[src/rtl/elink_tx_arbiter_pkg.sv]
`default_nettype none
// ============================================================================
// Module   : elink_pkg
// Purpose  : Shared frame width, counter widths and FSM encoding for the
//            e-link transmit arbiter.
// Revision : 1.0  initial release
// ============================================================================
package elink_pkg;

    localparam int FRAME_W     = 76;
    localparam int FRAME_CNT_W = 16;
    localparam int ERR_CNT_W   = 8;

    typedef enum logic [1:0] {
        IDLE  = 2'd0,
        START = 2'd1,
        WAIT  = 2'd2,
        GAP   = 2'd3
    } tx_arb_state_t;

endpackage
`default_nettype wire

[src/rtl/elink_tx_arbiter_if.sv]
`default_nettype none
// ============================================================================
// Module   : elink_tx_arbiter_if
// Purpose  : Requester handshake plus e-link encoder handshake bundle.
// Revision : 1.0  initial release
// ============================================================================
interface elink_tx_arbiter_if #(
    parameter int N_REQ = 4
) ();

    logic [N_REQ-1:0]                   req_valid;
    logic [N_REQ*elink_pkg::FRAME_W-1:0] req_frame;
    logic [N_REQ-1:0]                   req_ack;
    logic [N_REQ-1:0]                   req_done;
    logic [N_REQ-1:0]                   req_err;
    logic                               tx_fifo_pfull;
    logic                               start_write_emulator;
    logic [elink_pkg::FRAME_W-1:0]      data_tra_out;
    logic                               end_write_emulator;

    // master = arbiter side, slave = requesters plus encoder
    modport master (
        input  req_valid, req_frame, tx_fifo_pfull, end_write_emulator,
        output req_ack, req_done, req_err, start_write_emulator, data_tra_out
    );

    modport slave (
        output req_valid, req_frame, tx_fifo_pfull, end_write_emulator,
        input  req_ack, req_done, req_err, start_write_emulator, data_tra_out
    );

endinterface
`default_nettype wire

[src/rtl/elink_tx_arbiter_rr_arbiter.sv]
`default_nettype none
// ============================================================================
// Module   : rr_arbiter
// Purpose  : Combinational round-robin pick; search starts after last_gnt.
// Revision : 1.0  initial release
// ============================================================================
module rr_arbiter #(
    parameter int N_REQ = 4
) (
    input  logic [N_REQ-1:0]         req,
    input  logic [$clog2(N_REQ)-1:0] last_gnt,
    output logic [N_REQ-1:0]         gnt_onehot,
    output logic [$clog2(N_REQ)-1:0] gnt_idx,
    output logic                     any
);

    localparam int c_IDX_W = $clog2(N_REQ);

    logic               w_found;
    logic [c_IDX_W-1:0] w_pos;

    always_comb begin
        gnt_onehot = '0;
        gnt_idx    = '0;
        w_found    = 1'b0;
        w_pos      = '0;
        for (int k = 1; k <= N_REQ; k++) begin
            w_pos = c_IDX_W'((int'(last_gnt) + k) % N_REQ);
            if (!w_found && req[w_pos]) begin
                w_found           = 1'b1;
                gnt_idx           = w_pos;
                gnt_onehot[w_pos] = 1'b1;
            end
        end
    end

    assign any = |req;

endmodule
`default_nettype wire

[src/rtl/elink_tx_arbiter.sv]
`default_nettype none
// ============================================================================
// Module   : elink_tx_arbiter
// Purpose  : Shares the e-link transmit path among N_REQ frame requesters
//            with round-robin grants, timeout abort and transfer statistics.
// Revision : 1.0  initial release
// ============================================================================
module elink_tx_arbiter
    import elink_pkg::*;
#(
    parameter int N_REQ      = 4,
    parameter int TIMEOUT    = 1024,
    parameter int GAP_CYCLES = 2
) (
    input  logic                     clk_40,
    input  logic                     rst,
    elink_tx_arbiter_if.master       bus,
    output logic [$clog2(N_REQ)-1:0] gnt_id,
    output logic                     busy,
    output logic [FRAME_CNT_W-1:0]   frame_cnt,
    output logic [ERR_CNT_W-1:0]     err_cnt
);

    localparam int c_IDX_W = $clog2(N_REQ);
    localparam int c_TO_W  = $clog2(TIMEOUT);
    localparam int c_GAP_W = (GAP_CYCLES > 1) ? $clog2(GAP_CYCLES) : 1;

    localparam logic [1:0] c_ST_IDLE  = IDLE;
    localparam logic [1:0] c_ST_START = START;
    localparam logic [1:0] c_ST_WAIT  = WAIT;
    localparam logic [1:0] c_ST_GAP   = GAP;
    localparam logic [1:0] c_ST_AFTER = (GAP_CYCLES == 0) ? c_ST_IDLE : c_ST_GAP;

    localparam logic [c_TO_W-1:0]  c_TO_LAST  = c_TO_W'(TIMEOUT - 1);
    localparam logic [c_GAP_W-1:0] c_GAP_LAST = c_GAP_W'((GAP_CYCLES > 0) ? GAP_CYCLES - 1 : 0);

    logic [1:0]             r_state;
    logic [c_IDX_W-1:0]     r_last;
    logic [c_IDX_W-1:0]     r_gnt;
    logic [FRAME_W-1:0]     r_data;
    logic [c_TO_W-1:0]      r_tcnt;
    logic [c_GAP_W-1:0]     r_gcnt;
    logic                   r_start;
    logic [N_REQ-1:0]       r_ack;
    logic [N_REQ-1:0]       r_done;
    logic [N_REQ-1:0]       r_err;
    logic [FRAME_CNT_W-1:0] r_frame_cnt;
    logic [ERR_CNT_W-1:0]   r_err_cnt;

    logic [N_REQ-1:0]       w_gnt_onehot;
    logic [c_IDX_W-1:0]     w_gnt_idx;
    logic                   w_any;
    logic [FRAME_W-1:0]     w_frame;
    logic [N_REQ-1:0]       w_own_mask;

    rr_arbiter #(
        .N_REQ (N_REQ)
    ) u_rr_arbiter (
        .req        (bus.req_valid),
        .last_gnt   (r_last),
        .gnt_onehot (w_gnt_onehot),
        .gnt_idx    (w_gnt_idx),
        .any        (w_any)
    );

    assign w_frame    = bus.req_frame[int'(w_gnt_idx)*FRAME_W +: FRAME_W];
    assign w_own_mask = N_REQ'(1) << r_gnt;

    always_ff @(posedge clk_40 or negedge rst) begin
        if (!rst) begin
            r_state     <= c_ST_IDLE;
            r_last      <= c_IDX_W'(N_REQ - 1);
            r_gnt       <= '0;
            r_data      <= '0;
            r_tcnt      <= '0;
            r_gcnt      <= '0;
            r_start     <= 1'b0;
            r_ack       <= '0;
            r_done      <= '0;
            r_err       <= '0;
            r_frame_cnt <= '0;
            r_err_cnt   <= '0;
        end else begin
            r_start <= 1'b0;
            r_ack   <= '0;
            r_done  <= '0;
            r_err   <= '0;
            case (r_state)
                c_ST_IDLE: begin
                    // back-pressure only gates new grants, never an active transfer
                    if (w_any && !bus.tx_fifo_pfull) begin
                        r_data  <= w_frame;
                        r_gnt   <= w_gnt_idx;
                        r_last  <= w_gnt_idx;
                        r_start <= 1'b1;
                        r_ack   <= w_gnt_onehot;
                        r_state <= c_ST_START;
                    end
                end
                c_ST_START: begin
                    r_tcnt  <= '0;
                    r_state <= c_ST_WAIT;
                end
                c_ST_WAIT: begin
                    // completion is checked first so it wins over a coincident timeout
                    if (bus.end_write_emulator) begin
                        r_done      <= w_own_mask;
                        r_frame_cnt <= r_frame_cnt + 1'b1;
                        r_gcnt      <= '0;
                        r_state     <= c_ST_AFTER;
                    end else if (r_tcnt == c_TO_LAST) begin
                        r_err <= w_own_mask;
                        if (r_err_cnt != '1) begin
                            r_err_cnt <= r_err_cnt + 1'b1;
                        end
                        r_gcnt  <= '0;
                        r_state <= c_ST_AFTER;
                    end else begin
                        r_tcnt <= r_tcnt + 1'b1;
                    end
                end
                c_ST_GAP: begin
                    if (r_gcnt == c_GAP_LAST) begin
                        r_state <= c_ST_IDLE;
                    end else begin
                        r_gcnt <= r_gcnt + 1'b1;
                    end
                end
                default: r_state <= c_ST_IDLE;
            endcase
        end
    end

    assign bus.start_write_emulator = r_start;
    assign bus.req_ack              = r_ack;
    assign bus.req_done             = r_done;
    assign bus.req_err              = r_err;
    assign bus.data_tra_out         = r_data;
    assign gnt_id                   = r_gnt;
    assign busy                     = (r_state != c_ST_IDLE);
    assign frame_cnt                = r_frame_cnt;
    assign err_cnt                  = r_err_cnt;

endmodule
`default_nettype wire

[src/flat_wrapper.sv]
// flat-port wrapper written by rule: the top's interface ports become plain ports
module elink_tx_arbiter_flat import elink_pkg::*;
#(
    parameter int N_REQ      = 4,
    parameter int TIMEOUT    = 1024,
    parameter int GAP_CYCLES = 2
)
  (clk_40, rst, gnt_id, busy, frame_cnt, err_cnt, bus_req_valid, bus_req_frame, bus_tx_fifo_pfull, bus_end_write_emulator, bus_req_ack, bus_req_done, bus_req_err, bus_start_write_emulator, bus_data_tra_out);
  elink_tx_arbiter_if #(.N_REQ(N_REQ)) bus_i ();
  input  logic clk_40;
  input  logic rst;
  output logic [$clog2(N_REQ)-1:0] gnt_id;
  output logic busy;
  output logic [FRAME_CNT_W-1:0] frame_cnt;
  output logic [ERR_CNT_W-1:0] err_cnt;
  input wire logic [$bits(bus_i.req_valid)-1:0] bus_req_valid;
  input wire logic [$bits(bus_i.req_frame)-1:0] bus_req_frame;
  input wire logic [$bits(bus_i.tx_fifo_pfull)-1:0] bus_tx_fifo_pfull;
  input wire logic [$bits(bus_i.end_write_emulator)-1:0] bus_end_write_emulator;
  output wire logic [$bits(bus_i.req_ack)-1:0] bus_req_ack;
  output wire logic [$bits(bus_i.req_done)-1:0] bus_req_done;
  output wire logic [$bits(bus_i.req_err)-1:0] bus_req_err;
  output wire logic [$bits(bus_i.start_write_emulator)-1:0] bus_start_write_emulator;
  output wire logic [$bits(bus_i.data_tra_out)-1:0] bus_data_tra_out;
  assign bus_i.req_valid = bus_req_valid;
  assign bus_i.req_frame = bus_req_frame;
  assign bus_i.tx_fifo_pfull = bus_tx_fifo_pfull;
  assign bus_i.end_write_emulator = bus_end_write_emulator;
  assign bus_req_ack = bus_i.req_ack;
  assign bus_req_done = bus_i.req_done;
  assign bus_req_err = bus_i.req_err;
  assign bus_start_write_emulator = bus_i.start_write_emulator;
  assign bus_data_tra_out = bus_i.data_tra_out;
  elink_tx_arbiter #(.N_REQ(N_REQ), .TIMEOUT(TIMEOUT), .GAP_CYCLES(GAP_CYCLES)) u_core (.clk_40(clk_40), .rst(rst), .bus(bus_i), .gnt_id(gnt_id), .busy(busy), .frame_cnt(frame_cnt), .err_cnt(err_cnt));
endmodule
[config.mk]
export PLATFORM = sky130hd
export DESIGN_NAME = elink_tx_arbiter_flat
export DESIGN_NICKNAME = d
export VERILOG_FILES = /design/src/rtl/elink_tx_arbiter_pkg.sv /design/src/rtl/elink_tx_arbiter_if.sv /design/src/rtl/elink_tx_arbiter_rr_arbiter.sv /design/src/rtl/elink_tx_arbiter.sv /design/src/flat_wrapper.sv
export SDC_FILE = /design/constraint.sdc
export NUM_CORES = 1
export LEC_CHECK = 0
export ABC_AREA = 1
export BUFFER_PORTS_ARGS = -buffer_cell sky130_fd_sc_hd__buf_2
export CORE_AREA = 5 5 162 164
export CTS_CLUSTER_SIZE = 16
export DETAILED_ROUTE_END_ITERATION = 6
export DIE_AREA = 0 0 167 169
export GPL_TIMING_DRIVEN = 0
export PLACE_DENSITY = 0.7
export SLEW_MARGIN = 10
export SYNTH_ARGS = -nofsm -noshare
export SYNTH_HDL_FRONTEND = slang
export SYNTH_SLANG_ARGS = --single-unit
[constraint.sdc]
create_clock -name clk_40 -period 2.4 [get_ports clk_40]
set_input_delay 0.12 -clock clk_40 [delete_from_list [all_inputs] [get_ports clk_40]]
set_output_delay 0.12 -clock clk_40 [all_outputs]
set_load 0.01 [all_outputs]
# Word level (Yosys, flattened, before mapping)
# Index checks and enable logic that the tools add are counted.
[classes]
n_eq_ne = 10
multipliers = 1
reduce_logical = 23
bitwise_logic = 4
shifts = 2
mux = 48
n_addsub = 8
magnitude_cmp = 8
[ops]
columns = ["cell", "count"]
rows = [
  ["indexed part select 304 x 32 -> 76 bit", 1],
  ["2-to-1 mux 4 bit", 11],
  ["2-to-1 mux 10 bit", 2],
  ["one-hot mux 10 bit (2 select lines)", 1],
  ["adder 16 x 1 -> 16 bit, second input constant", 1],
  ["2-to-1 mux 1 bit", 16],
  ["2-to-1 mux 2 bit", 8],
  ["< comparator 2 x 3 -> 1 bit, second input constant", 4],
  ["bitwise OR 4 bit", 3],
  ["adder 10 x 1 -> 10 bit, second input constant", 1],
  ["equality test 10 bit, second input constant", 1],
  ["adder 8 x 1 -> 8 bit, second input constant", 1],
  ["binary-select mux 1 bit (select 2 bit)", 4],
  ["demux 1 bit (select 2 bit)", 4],
  ["greater-or-equal comparator 2 x 1 -> 1 bit, second input constant", 4],
  ["logical AND 1 bit", 8],
  ["inequality test 8 bit, second input constant", 1],
  ["one-hot mux 2 bit (4 select lines)", 1],
  ["multiplier 2 x 5 -> 7 bit, second input constant", 1],
  ["AND reduction 2 bit", 3],
  ["AND reduction 3 bit", 2],
  ["nonzero test 2 bit", 3],
  ["adder 2 x 1 -> 2 bit, second input constant", 2],
  ["adder 2 bit, second input constant", 2],
  ["13 further kinds", 19],
]
[totals]
output_inout_bits = 116
elab_cells = 116
register_bits = 130
in_bits = 312

# Longest topological paths before layout
# Gate-level depths: netlist of run 1.
[logic_depth]
word_depth = 15
depth_mapped = 18
mapped_depth_nobuf = 15

# Cells and area by module
# A second synthesis of run 1 with hierarchy kept.
[hier_totals]
hier_cells = 1222
area_unflattened_um2 = 8301.7
[modules_own_cells]
columns = ["module", "n_inst", "seq_area_each_um2", "area_per_inst_um2", "cells_per_inst"]
rows = [
  ["elink_tx_arbiter", 1, 3255.6, 7773.7, 1136],
  ["rr_arbiter", 1, 0.0, 528.0, 86],
]

# Worst setup path before layout of run 1
# Ideal clock, no wire load.
[synth_timing]
kind = "flip-flop to flip-flop"
startpoint = "register u_core.r_last[0]"
endpoint = "register u_core.r_data[15], in the netlist u_core.bus.data_tra_out[15]"
t_required_ns = 2.283
path_stages_with_launch = 16
arrival_time_ns = 2.341
n_path_buf = 3
path_slack_ns = -0.059
setup_ns = 0.117
synth_period_minus_slack_ns = 2.459
path_cell_list = "dfstp_2 buf_4 inv_6 ha_1 inv_1 nand3_2 nand2_2 nor2_4 nand4_2 buf_2 buf_1 nand3_1 nand3_1 nand2_1 nand2_1 nand2_1"
[synth_via]
elab_chain_cells = 15
elab_cells_between_ends = 27
cone_classes = "4 x add/sub; 1 x mul; 1 x shift; 15 x mux; 6 x reduce/logical"
[synth_rtl]
columns = ["item", "line", "rtl"]
rows = [
  ["start, declared", "elink_tx_arbiter.sv:38", "logic [c_IDX_W-1:0] r_last;"],
  ["start signal, assigned", "elink_tx_arbiter.sv:72", "r_last <= c_IDX_W'(N_REQ - 1);"],
  ["start signal, assigned", "elink_tx_arbiter.sv:94", "r_last <= w_gnt_idx;"],
  ["adder 2 x 1 -> 2 bit", "elink_tx_arbiter_rr_arbiter.sv:28", "w_pos = c_IDX_W'((int'(last_gnt) + k) % N_REQ);"],
  ["binary-select mux 1 bit (select 2 bit)", "elink_tx_arbiter_rr_arbiter.sv:29", "if (!w_found && req[w_pos]) begin"],
  ["2-to-1 mux 1 bit (not written as such)", "elink_tx_arbiter_rr_arbiter.sv:29", ""],
  ["2-to-1 mux 1 bit", "elink_tx_arbiter_rr_arbiter.sv:29", ""],
  ["zero test 1 bit", "elink_tx_arbiter_rr_arbiter.sv:29", ""],
  ["logical AND 1 bit", "elink_tx_arbiter_rr_arbiter.sv:29", ""],
  ["2-to-1 mux 1 bit", "elink_tx_arbiter_rr_arbiter.sv:29", ""],
  ["zero test 1 bit", "elink_tx_arbiter_rr_arbiter.sv:29", ""],
  ["logical AND 1 bit", "elink_tx_arbiter_rr_arbiter.sv:29", ""],
  ["2-to-1 mux 1 bit", "elink_tx_arbiter_rr_arbiter.sv:29", ""],
  ["zero test 1 bit", "elink_tx_arbiter_rr_arbiter.sv:29", ""],
  ["logical AND 1 bit", "elink_tx_arbiter_rr_arbiter.sv:29", ""],
  ["2-to-1 mux 2 bit *", "elink_tx_arbiter_rr_arbiter.sv:29", ""],
  ["multiplier 2 x 5 -> 7 bit *", "elink_tx_arbiter.sv:66", "assign w_frame = bus.req_frame[int'(w_gnt_idx)*FRAME_W +: FRAME_W];"],
  ["indexed part select 304 x 32 -> 76 bit *", "elink_tx_arbiter.sv:66", ""],
  ["end signal, assigned", "elink_tx_arbiter.sv:92", "r_data <= w_frame;"],
  ["end, declared", "elink_tx_arbiter.sv:40", "logic [FRAME_W-1:0] r_data;"],
]
# Every way passes the cells marked *; elsewhere a longest branch is shown, timed or not. The select of a mux whose other input is x is not followed.
# A chain may end at the register's enable or synchronous reset.

# Worst setup path in the final report of run 1
[layout_timing]
startpoint = "register u_core.r_last[0]"
endpoint = "register u_core.r_data[44], in the netlist u_core.bus.data_tra_out[44]"
# Same word-level chain as after synthesis.

==> summary.md, run 1 <==
| Metric | Value |
|---|---|
| Cell count after synthesis | `1,544` |
| Final setup fails | `78` |
| Total number of vias | `around 12,000` |
| Largest net degree at the start of global routing | `between 70 and 80` |
| RSZ-0062 raised after global routing | `yes` |
| Site Rows | `58` |
| Vias/cell | `just under 5` |
| Reg area | `around 3300 um^2` |
| Syn-to-layout area delta | `60.58%` |
| Worst-Margin Slew | `around 0.7 ns` |
| DRC errors left | `0` |
| Final WS setup | `-0.2102 ns` |
| CP required | `around 2.7 ns` |
| Top cells by area, synth | `dfrtp_1, nand2_1, nand3_1` |
| Starting density of the core | `38.21%` |
| Port Buffers | `about 430` |
| DR WL/cell | `17.33 um` |
| Failing checks | `negative setup slack` |
| Yosys cell types | `33` |
| Clk_lat worst skew | `approximately 0.42 ns` |
| GP Congestion | `0.9985` |
| Routed Antenna Nets | `0` |
| Placed Instances | `around 2,300` |
| Ports | `between 400 and 500` |
| Leak | `about 9.4 nW` |
| MaxCap Viol Count | `0` |
| Arr. time, crit path | `around 2.9 ns` |
| Vias in the first global route | `approximately 11,000` |
| Synth Area per Inst | `just over 6 um^2` |
| Post-synth EDFFs | `0` |
| Final hold violations | `0` |
| FF+latch count, synth | `130` |
| Initial DRC Count | `between 800 and 900` |
| Critical Setup Path Class | `reg -> reg` |
| Max Freq | `between 0.3 and 0.4 GHz` |
| Core area | `between 20,000 and 25,000 um^2` |
| Fillers | `2,249` |
| Area after DPL | `12,060 um^2` |
| Synthesized area | `~9500 um^2` |
| Ys Warns | `0` |
| CP Max Fanout | `7` |
| Pre-CTS setup slack | `-0.9917 ns` |
| Post-synth net total | `between 1,500 and 2,000` |
| Clock buffer depth | `2` |
| Status | `finished with violations` |
| Peak VDD IR | `between 0.001 and 0.0015 V` |
| Sequential-to-total area share from yosys stat | `roughly 34%` |
| H-tree level count | `4` |
| Nets | `between 2,000 and 2,500` |
| PwrDens | `between 1500 and 2000 nW/um^2` |
| Layout cells sized above 1 | `between 40% and 50%` |
| Final std cell area, no fill | `15,180 um^2` |
| Final std cells w/o fill | `2,395` |
| Type of origin of the critical path | `register` |
| Crit end category | `register` |
| Die Y | `approximately 170 um` |
| Multi-input logic area | `roughly 5700 um^2` |
| Hold Path Class | `in -> reg` |
| Area leader, netlist | `dfrtp_1` |
| CTS tree | `done` |
| First-pass GRT wire length | `roughly 59 mm` |
| Fin crit share | `108.8%` |
| Drt pass-1 iters | `5` |
| Routed Wire Length | `around 42 mm` |
| Clock sinks | `130` |
| CTS buffer count | `17` |
| Worst slew margin | `between 50% and 60%` |
| Clock Pin Slew Worst Setup and Hold Paths | `0.07 ns` |
| Fin util | `about three fifths` |
| Total gr overflow | `0` |
| Die width | `roughly 170 um` |
| Post-synth ARST share | `100.0%` |
| Die ar. | `about 28,000 um^2` |
| Hpwl dp | `between 20 and 30 mm` |
| Clk_skew | `between 0.01 and 0.015 ns` |
| Top-area cell type share of the netlist area | `33.88%` |
| Ys flop type | `dfrtp_1` |
| Crit path time final | `about 2.6 ns` |
| CTS root buf | `clkbuf_16` |
| Overall Global Routing Usage | `between 20% and 30%` |
| Final Max Tran Viols | `0` |
| Initial antenna violation count | `5` |
-- where the power goes --
group          switching, W  leakage, nW  internal, W
Sequential         0.000540         1.67      0.00297
Combinational        0.0132         7.47       0.0106
Clock               0.00109        0.296      0.00165
Total                0.0149         9.43       0.0153
-- cells in the mapped netlist, types with 2 or more instances --
| master | instances |
|---|---|
| buf_4 | 13 |
| nand2_1 | 529 |
| a31oi_1 | 2 |
| nand4_1 | 6 |
| buf_6 | 2 |
| nand2_2 | 7 |
| nand3_1 | 321 |
| nor3_1 | 4 |
| xnor2_1 | 9 |
| nor2_1 | 24 |
| xor2_1 | 13 |
| nor4_1 | 2 |
| nand3_2 | 2 |
| buf_2 | 27 |
| o22ai_1 | 4 |
| inv_1 | 352 |
| a21oi_1 | 15 |
| ha_1 | 15 |
| buf_1 | 6 |
| inv_2 | 2 |
| dfstp_2 | 2 |
| dfrtp_1 | 128 |
| clkbuf_1 | 35 |
| o21ai_0 | 15 |
-- final timing paths --
kind	slack, ns	endpoint	start	cells past startpoint
setup / recovery	-0.21	u_core.bus.data_tra_out[44]	u_core.r_last[0]	17
hold / removal	0.09	u_core.bus.data_tra_out[36]	bus_req_frame[264]	7
setup reg to reg	-0.21	u_core.bus.data_tra_out[44]	u_core.r_last[0]	17
hold reg to reg	0.46	u_core.bus.data_tra_out[66]	u_core.bus.data_tra_out[66]	2
max in group asynchronous	1.40	u_core.r_last[1]	rst	3
min in group asynchronous	0.23	u_core.r_tcnt[7]	rst	2
-- registers in the layout, indices dropped and copies added, names as in the netlist, 4 cells and up --
| name | flops |
|---|---|
| u_core.bus.req_err | 4 |
| u_core.frame_cnt | 16 |
| u_core.bus.req_done | 4 |
| u_core.bus.req_ack | 4 |
| u_core.bus.data_tra_out | 76 |
| u_core.err_cnt | 8 |
| u_core.r_tcnt | 10 |
-- stage by stage --
step / power, W / hold WS [ns] / setup TNS (ns)
finish: 0.03013 / 0.08903 / -9.471
global route: 0.03210 / 0.1209 / -19.47
CTS: 0.02413 / 0.07524 / -5.353
detailed placement: 0.01776 / 0.1363 / -72.28
global placement: 0.01754 / 0.4539 / -140.31
floorplan: 0.01317 / -0.1756 / 0
-- kinds of logic (layout without fill, tap and decap cells) --
kind of cell / count (synthesis) / in the layout / share of synthesized area [%]
fa+ha+maj: 15 / 15 / 1.985
simple gates: 899 / 899 / 40.74
flops: 130 / 130 / 34.43
mux: 1 / 1 / 0.1191
compound gates: 39 / 39 / 2.210
xor+xnor: 22 / 22 / 2.038
buf+inv: 438 / 956 / 18.47
other cells: 0 / 3 / 0
-- timing repair --
item                       4_1_cts  5_1_grt
hold buffers                     1        0
hold endpoints to repair        56        0
cloned                           5       16
pin swaps                       21      136
resized for setup              131      323
buffers inserted                27       15
setup endpoints to repair       83       88
-- critical path, cell delays in order, from the launching register on --
cell and delay (ns):
dfstp_2 0.55, buf_6 0.12, inv_8 0.04, ha_4 0.29, inv_4 0.04, nand3_4 0.06, nand2_4 0.08, nor2_4 0.22
nand4_4 0.12, buf_12 0.17, nand2_8 0.13, clkbuf_16 0.18, clkbuf_16 0.15, nand2_2 0.06, nand3_2 0.06, nand2_1 0.06
nand2_1 0.08, nand2_1 0.07
-- cell type report --
cell class	instances	area share, %
Sequential cell	130	21.44
Clock buffer	17	2.802
Antenna cell	3	0.04944
Clock inverter	14	1.187
Tap cell	330	2.719
Inverter	355	8.916
Multi-Input combinational cell	976	37.45
Timing Repair Buffer	490	20.58
Buffer	80	4.862
-- layer usage --
metal  vias to the layer above  GRT usage [%]  share of wire, %
li1                       5661              -                 -
met1                      5535          32.65                39
met2                       533          46.79                52
met3                        72          5.231               7.2
met4                         4          6.546               2.2
met5                         -              0             0.034
-- cell usage in the layout, fill, tap and decap left out, types with 4 or more instances in the layout --
| cell | n |
|---|---|
| buf_2 | 434 |
| nand2_1 | 392 |
| inv_1 | 350 |
| nand3_1 | 204 |
| dfrtp_1 | 128 |
| nand3_2 | 115 |
| nand2_2 | 107 |
| buf_4 | 43 |
| nand2_4 | 34 |
| clkbuf_16 | 33 |
| nor2_1 | 19 |
| buf_12 | 19 |
| clkbuf_1 | 18 |
| a21oi_1 | 15 |
| buf_8 | 14 |
| ha_1 | 14 |
| xor2_1 | 13 |
| o21ai_0 | 12 |
| clkbuf_4 | 11 |
| buf_6 | 9 |
| xnor2_1 | 9 |
| nand4_1 | 6 |
| nor2_2 | 4 |
| nand3_4 | 4 |
| o22ai_1 | 4 |
| inv_6 | 4 |
| clkinv_4 | 4 |
| buf_16 | 4 |
No activity file was read; power rests on OpenSTA's default activity.
==> run 2, diff against run 1 <==
CORE_AREA = 5 5 165 167   (was 5 5 162 164)
DIE_AREA = 0 0 170 172   (was 0 0 167 169)
PLACE_DENSITY = default   (was 0.7)
SYNTH_HIERARCHICAL = 1   (was default)
==> summary.md, run 2 <==
| Metric | Value |
|---|---|
| Worst R2R Start | `u_core/r_last[1] (was u_core.r_last[0])` |
| Worst slew margin | `49.82% (was 53.20%)` |
| DRC errors left | `0 (unchanged)` |
| Die ar. | `29,240 um^2 (was 28,220 um^2)` |
| Final Power | `0.02521 W (was 0.03013 W)` |
| Total gr overflow | `0 (unchanged)` |
| Reg area | `3256 um^2 (unchanged)` |
| First-pass GRT wire length | `56.07 mm (was 59.04 mm)` |
| Synthesized area | `8302 um^2 (was 9455 um^2)` |
| Failing checks | `negative setup slack (unchanged)` |
| Area leader, netlist | `dfrtp_1 (unchanged)` |
| Status | `finished with violations (unchanged)` |
| Layout cells sized above 1 | `38.82% (was 41.95%)` |
| Syn-to-layout area delta | `53.88% (was 60.58%)` |
| Clk_lat worst skew | `0.42 ns (about the same)` |
| CP startpoint | `u_core/r_last[1] (was u_core.r_last[0])` |
| Total number of vias | `10,160 (was 11,810)` |
| Initial antenna violation count | `5 (unchanged)` |
| Ys flop type | `dfrtp_1 (unchanged)` |
| Final Max Tran Viols | `0 (unchanged)` |
| RSZ-0062 raised after global routing | `yes (unchanged)` |
| H-tree level count | `4 (unchanged)` |
| Sequential-to-total area share from yosys stat | `39.22% (was 34.43%)` |
| Ys Warns | `6 (was 0)` |
| Routed Wire Length | `38.24 mm (was 41.50 mm)` |
| Worst R2R End | `u_core/bus.data_tra_out[36] (was u_core.bus.data_tra_out[44])` |
| Initial DRC Count | `729 (was 814)` |
| Vias/cell | `4.932 (was 4.929)` |
| Max Freq | `0.3694 GHz (was 0.3831 GHz)` |
| PwrDens | `1974 nW/um^2 (was 1985 nW/um^2)` |
| Ports | `428 (unchanged)` |
| Setup TNS | `-16.61 ns (was -9.471 ns)` |
| Site Rows | `59 (was 58)` |
| Routed Antenna Nets | `0 (unchanged)` |
| Most common cell after layout, fill and taps aside | `buf_2 (unchanged)` |
| CP Max Fanout | `7 (unchanged)` |
| Starting density of the core | `32.41% (was 38.21%)` |
| Crit end category | `register (unchanged)` |
| Post-synth EDFFs | `0 (unchanged)` |
| Drt pass-1 iters | `5 (unchanged)` |
| Crit path time final | `2.707 ns (was 2.610 ns)` |
| Post-synth top cells | `nand2_1, nor2_1, o21ai_0 (was nand2_1, inv_1, nand3_1)` |
| Overall Global Routing Usage | `24.76% (was 26.24%)` |
| Arr. time, crit path | `3.05 ns (was 2.91 ns)` |
| Clock sinks | `130 (unchanged)` |
| Top-area cell type share of the netlist area | `38.58% (was 33.88%)` |
| CTS buffer count | `17 (unchanged)` |
| Port Buffers | `427 (unchanged)` |
| Final WS setup | `-0.3073 ns (was -0.2102 ns)` |
| Nets | `2,033 (was 2,377)` |
| Pre-CTS setup slack | `-1.272 ns (was -0.9917 ns)` |
| Worst-Margin Slew | `0.7527 ns (was 0.7020 ns)` |
| Largest net degree at the start of global routing | `78 (was 74)` |
| Clk_skew | `0.01246 ns (was 0.01135 ns)` |
| R2R cell count | `19 (was 17)` |
| Cell count after synthesis | `1,222 (was 1,544)` |
| Final setup fails | `80 (was 78)` |
| Critical Setup Path Class | `reg -> reg (unchanged)` |
| Post-synth ARST share | `100.0% (unchanged)` |
| Final hold violations | `0 (unchanged)` |
| Multi-input logic area | `4881 um^2 (was 5685 um^2)` |
| Hpwl dp | `28.59 mm (was 29.74 mm)` |
| Die Y | `172 um (was 169 um)` |
| Max FFs per register | `76 (unchanged)` |
| Fillers | `2,577 (was 2,249)` |
| CP required | `2.75 ns (was 2.70 ns)` |
| Fin crit share | `112.8% (was 108.8%)` |
| Top-count cell post-synth | `nand2_1 (unchanged)` |
| Clock buffer depth | `2 (unchanged)` |
| Synth Area per Inst | `6.794 um^2 (was 6.124 um^2)` |
| CTS root buf | `clkbuf_16 (unchanged)` |
| Reg2reg setup slack | `-0.31 ns (was -0.21 ns)` |
| Post-synth net total | `1,550 (was 1,871)` |
| Die width | `170 um (was 167 um)` |
| Top cells by area, synth | `dfrtp_1, nand2_1, o21ai_0 (was dfrtp_1, nand2_1, nand3_1)` |
| GP Congestion | `0.9664 (was 0.9985)` |
| Worst setup endpoint | `u_core/bus.data_tra_out[36] (was u_core.bus.data_tra_out[44])` |
| MaxCap Viol Count | `0 (unchanged)` |
| DR WL/cell | `18.57 um (was 17.33 um)` |
| Type of origin of the critical path | `register (unchanged)` |
| Hold Path Class | `in -> reg (unchanged)` |
| Peak VDD IR | `0.0009073 V (was 0.001042 V)` |
| Leak | `6.669 nW (was 9.433 nW)` |
| Core area | `25,620 um^2 (was 24,750 um^2)` |
| FF+latch count, synth | `130 (unchanged)` |
| Vias in the first global route | `9,830 (was 11,260)` |
| CTS tree | `done (unchanged)` |
| Yosys cell types | `35 (was 33)` |
| Clock Pin Slew Worst Setup and Hold Paths | `0.06 ns (was 0.07 ns)` |
| Commonest non-fill, non-tap cells in the layout | `buf_2, nand2_1, nor2_1 (was buf_2, nand2_1, inv_1)` |
[run 2: how the worst min path moves through the flow]
stage,slack (ns),end,start,depth (start not counted)
finish,0.02,u_core/bus.data_tra_out[49],bus_req_frame[125],5
CTS,0.003,u_core/bus.data_tra_out[27],bus_req_frame[103],5
detailed placement,0.22,u_core/frame_cnt[12],rst,1
global route,0.03,u_core/bus.data_tra_out[57],bus_req_frame[133],5
global placement,0.45,u_core/bus.data_tra_out[27],bus_req_frame[103],5
floorplan,-0.18,u_core/bus.data_tra_out[0],rst,0
[run 2: area by class of cell]
class / count / share of cell area, %
diodes: 6 / 0.1175
plain buffers: 67 / 5.328
clock buffers: 20 / 3.575
clock inverters: 12 / 1.420
inverters: 52 / 1.685
multi-input cells: 970 / 38.21
flip-flops and latches: 130 / 25.48
well taps: 335 / 3.281
repair buffers: 467 / 20.90
[run 2: critical path, cell delays in order (launching register included)]
cell and delay (ns):
dfstp_2 0.54, inv_2 0.09, ha_4 0.29, inv_4 0.10, nand3_2 0.07, nand2_2 0.10, nand2_2 0.07, nor2_2 0.10
nor2_1 0.07, nor2_2 0.12, buf_6 0.19, buf_12 0.13, buf_16 0.13, clkbuf_16 0.14, nor2_4 0.03, nor2_2 0.14
o21ai_2 0.08, o21ai_1 0.09, nand2_1 0.07, nand2_1 0.07
[run 2: layer usage]
metal / wire length, um / track usage (%)
met5: 0 / 0
met4: 944 / 8.264
met3: 3007 / 5.464
met2: 18960 / 42.45
met1: 15340 / 31.09
[run 2: per-stage QoR]
stage                     utilization (%)  cells  hold slack (ns)  instance area, um^2
after floorplan                         -   1222          -0.1756                 8359
after global placement              42.61   1984           0.4488                10920
after detailed placement            42.74   1985           0.2162                10950
after CTS                           48.70   2052         0.003222                12470
after global routing                49.86   2058          0.02862                12770
final                               49.87   2059          0.01900                12770
[run 2: where the power goes]
group / internal [W] / switching [W]
clock: 0.00180 / 0.00102
combinational: 0.00798 / 0.0110
sequential: 0.00298 / 0.000458
[run 2: logic make-up after synthesis]
logic type | after synthesis | share of synthesized area, %
compound gates | 257 | 15.81
fa+ha+maj | 16 | 2.411
flops | 130 | 39.22
buf+inv | 122 | 6.797
simple gates | 678 | 33.76
xor+xnor | 19 | 2.005
[run 2: repair_timing]
action	CTS	global route
buffers inserted	29	3
pin swaps	26	54
cloned	7	4
gates resized for setup	186	132
setup endpoints to repair	80	84
hold buffers	1	0
hold endpoints to repair	74	0
==> run 3, diff against run 2 <==
CORE_AREA = 2 2 166 168   (was 5 5 165 167)
DIE_AREA = 0 0 168 170   (was 0 0 170 172)
SETUP_SLACK_MARGIN = 0.02   (was default)
==> summary.md, run 3 (synthesis results as in run 2) <==
| Metric | Value |
|---|---|
| Total number of vias | `10,090 (was 10,160)` |
| Worst slew margin | `52.11% (was 49.82%)` |
| Routed Antenna Nets | `0 (unchanged)` |
| Ports | `428 (unchanged)` |
| Port Buffers | `427 (unchanged)` |
| Hold path startpoint | `bus_req_frame[83] (was bus_req_frame[125])` |
| Max FFs per register | `76 (unchanged)` |
| Initial antenna violation count | `9 (was 5)` |
| Layout cells sized above 1 | `38.03% (was 38.82%)` |
| Routed Wire Length | `36.67 mm (was 38.24 mm)` |
| Critical Setup Path Class | `reg -> reg (unchanged)` |
| Die width | `168 um (was 170 um)` |
| Clock power frac | `11.0% (was 11.2%)` |
| Buf+Inv Stages, Crit Path | `7 (was 6)` |
| Critical-path top delay cell | `dfstp_2 (unchanged)` |
| Peak VDD IR | `0.0007565 V (was 0.0009073 V)` |
| CP required | `2.76 ns (was 2.75 ns)` |
| Worst hold path depth | `5 (unchanged)` |
| Final Max Tran Viols | `0 (unchanged)` |
| Overall Global Routing Usage | `24.59% (was 24.76%)` |
| Crit path max-delay family | `buffers and inverters (was simple AND/OR/NAND/NOR gates)` |
| Clock sinks | `130 (unchanged)` |
| Final hold violations | `0 (unchanged)` |
| Core area | `26,650 um^2 (was 25,620 um^2)` |
| Drt pass-1 iters | `5 (unchanged)` |
| Status | `finished with violations (unchanged)` |
| P_sw | `0.01169 W (was 0.01246 W)` |
| Worst R2R End | `u_core/bus.data_tra_out[6] (was u_core/bus.data_tra_out[36])` |
| Starting density of the core | `31.15% (was 32.41%)` |
| PwrDens | `1850 nW/um^2 (was 1974 nW/um^2)` |
| Clock buffer depth | `2 (unchanged)` |
| Leak | `6.488 nW (was 6.669 nW)` |
| Sw Ratio | `51.17% (was 49.40%)` |
| Clock Pin Slew Worst Setup and Hold Paths | `0.06 ns (about the same)` |
| CP Max Fanout | `7 (unchanged)` |
| Crit-path max cell delay | `0.54 ns (about the same)` |
| CTS tree | `done (unchanged)` |
| Type of origin of the critical path | `register (unchanged)` |
| Min-Delay Endpoint | `u_core/bus.data_tra_out[7] (was u_core/bus.data_tra_out[49])` |
| Final setup fails | `76 (was 80)` |
| First-pass GRT wire length | `53.74 mm (was 56.07 mm)` |
| Hpwl dp | `27.78 mm (was 28.59 mm)` |
| Flop pwr share | `15.0% (was 13.6%)` |
| Arr. time, crit path | `3.02 ns (was 3.05 ns)` |
| Max Freq | `0.3762 GHz (was 0.3694 GHz)` |
| CTS root buf | `clkbuf_16 (unchanged)` |
| Hold Path Class | `in -> reg (unchanged)` |
| Fin crit share | `110.8% (was 112.8%)` |
| Nets | `2,024 (was 2,033)` |
| Reg2reg setup slack | `-0.26 ns (was -0.31 ns)` |
| Site Rows | `60 (was 59)` |
| Initial DRC Count | `691 (was 729)` |
| DR WL/cell | `17.81 um (was 18.57 um)` |
| Crit path cell chain | `buf_6 > inv_8 > ha_4 > inv_6 > nand2_8 > nand2_8 > o21ai_1 > nor2_1 > nor2_1 > buf_6 > buf_12 > buf_12 > buf_6 > nor2_2 > nor2_1 > o21ai_1 > o21ai_1 > nand2_1 > nand2_1 (was inv_2 > ha_4 > inv_4 > nand3_2 > nand2_2 > nand2_2 > nor2_2 > nor2_1 > nor2_2 > buf_6 > buf_12 > buf_16 > clkbuf_16 > nor2_4 > nor2_2 > o21ai_2 > o21ai_1 > nand2_1 > nand2_1)` |
| Die Y | `170 um (was 172 um)` |
| Crit path time final | `2.658 ns (was 2.707 ns)` |
| MaxCap Viol Count | `0 (unchanged)` |
| H-tree level count | `4 (unchanged)` |
| Clk_skew | `0.01380 ns (was 0.01246 ns)` |
| Total gr overflow | `0 (unchanged)` |
| Setup TNS | `-14.78 ns (was -16.61 ns)` |
| Failing checks | `negative setup slack (unchanged)` |
| Vias/cell | `4.902 (was 4.932)` |
| Fin util | `46.34% (was 49.87%)` |
| Syn-to-layout area delta | `48.76% (was 53.88%)` |
| GP Congestion | `0.9298 (was 0.9664)` |
| Worst R2R Start | `u_core/r_last[0] (was u_core/r_last[1])` |
| Crit end category | `register (unchanged)` |
| Die ar. | `28,560 um^2 (was 29,240 um^2)` |
| Final WS setup | `-0.2581 ns (was -0.3073 ns)` |
| Most common cell after layout, fill and taps aside | `buf_2 (unchanged)` |
| Commonest non-fill, non-tap cells in the layout | `buf_2, nand2_1, nor2_1 (unchanged)` |
| R2R cell count | `19 (unchanged)` |
| CTS buffer count | `17 (unchanged)` |
| Clk_lat worst skew | `0.42 ns (about the same)` |
| Largest net degree at the start of global routing | `84 (was 78)` |
| Internal power | `0.01116 W (was 0.01276 W)` |
| Combinational power share | `74.0% (was 75.2%)` |
| Vias in the first global route | `9,418 (was 9,830)` |
| CP startpoint | `u_core/r_last[0] (was u_core/r_last[1])` |
| RSZ-0062 raised after global routing | `yes (unchanged)` |
| DRC errors left | `0 (unchanged)` |
| Worst-Margin Slew | `0.7183 ns (was 0.7527 ns)` |
run 3: cell type report:
cell class | count | area (um^2)
diodes | 9 | 22.52
plain buffers | 68 | 596.8
clock buffers | 18 | 429.2
clock inverters | 14 | 131.4
fillers | 2821 | 14300
inverters | 52 | 215.2
multi-input cells | 970 | 4765
flip-flops and latches | 130 | 3256
well taps | 341 | 426.7
repair buffers | 457 | 2507
run 3: power groups by stage:
stage / registers [W] / logic [W] / clock network [W]
after floorplan: 0.00376 / 0.00863 / 0
after global placement: 0.00346 / 0.0136 / 0
after detailed placement: 0.00348 / 0.0136 / 0
after CTS: 0.00342 / 0.0160 / 0.00259
after global routing: 0.00353 / 0.0184 / 0.00269
final: 0.00343 / 0.0169 / 0.00252
run 3: timing repair:
action                                  4_1_cts  5_1_grt
resized for setup                           119       96
endpoints found under the setup margin       80       84
hold buffers                                  1        0
gates cloned                                  3        1
hold endpoints to repair                     81        0
buffers inserted                             22        5
pin swaps                                    24       45
run 3: through the flow:
stage / setup slack [ns] / area, um^2 / power (W) / hold slack (ns) / cells
after floorplan: 0.01585 / 8372 / 0.01239 / -0.1756 / 1222
after global placement: -0.9078 / 10940 / 0.01701 / 0.4545 / 1990
after detailed placement: -0.9222 / 11000 / 0.01706 / -0.09985 / 1992
after CTS: -0.3030 / 12090 / 0.02197 / 0.003014 / 2048
after global routing: -0.4323 / 12340 / 0.02465 / 0.01728 / 2057
final: -0.2581 / 12350 / 0.02285 / 0.02810 / 2059
run 3: worst max path at each step:
stage	to	depth (start not counted)
global placement	u_core/bus.data_tra_out[4]	18
detailed placement	u_core/bus.data_tra_out[4]	18
floorplan	u_core/bus.data_tra_out[0]	19
finish	u_core/bus.data_tra_out[6]	19
CTS	u_core/bus.data_tra_out[6]	20
global route	u_core/bus.data_tra_out[65]	18
run 3: per-layer routing:
| layer | up-vias | part of all wire (%) | GRT usage, % |
|---|---|---|---|
| li1 | 4893 | - | - |
| met3 | 45 | 7.1 | 5.512 |
| met5 | - | 0.025 | 0 |
| met2 | 397 | 49 | 41.07 |
| met1 | 4757 | 42 | 31.60 |
| met4 | 2 | 2.1 | 8.053 |
run 3: worst min-delay path, delay by kind of cell:
| family | cells | cell delay (ns) |
|---|---|---|
| AND/OR/NAND/NOR | 2 | 0.10 |
| buffers and inverters | 1 | 0.08 |
| AO/OA/AOI/OAI | 2 | 0.12 |
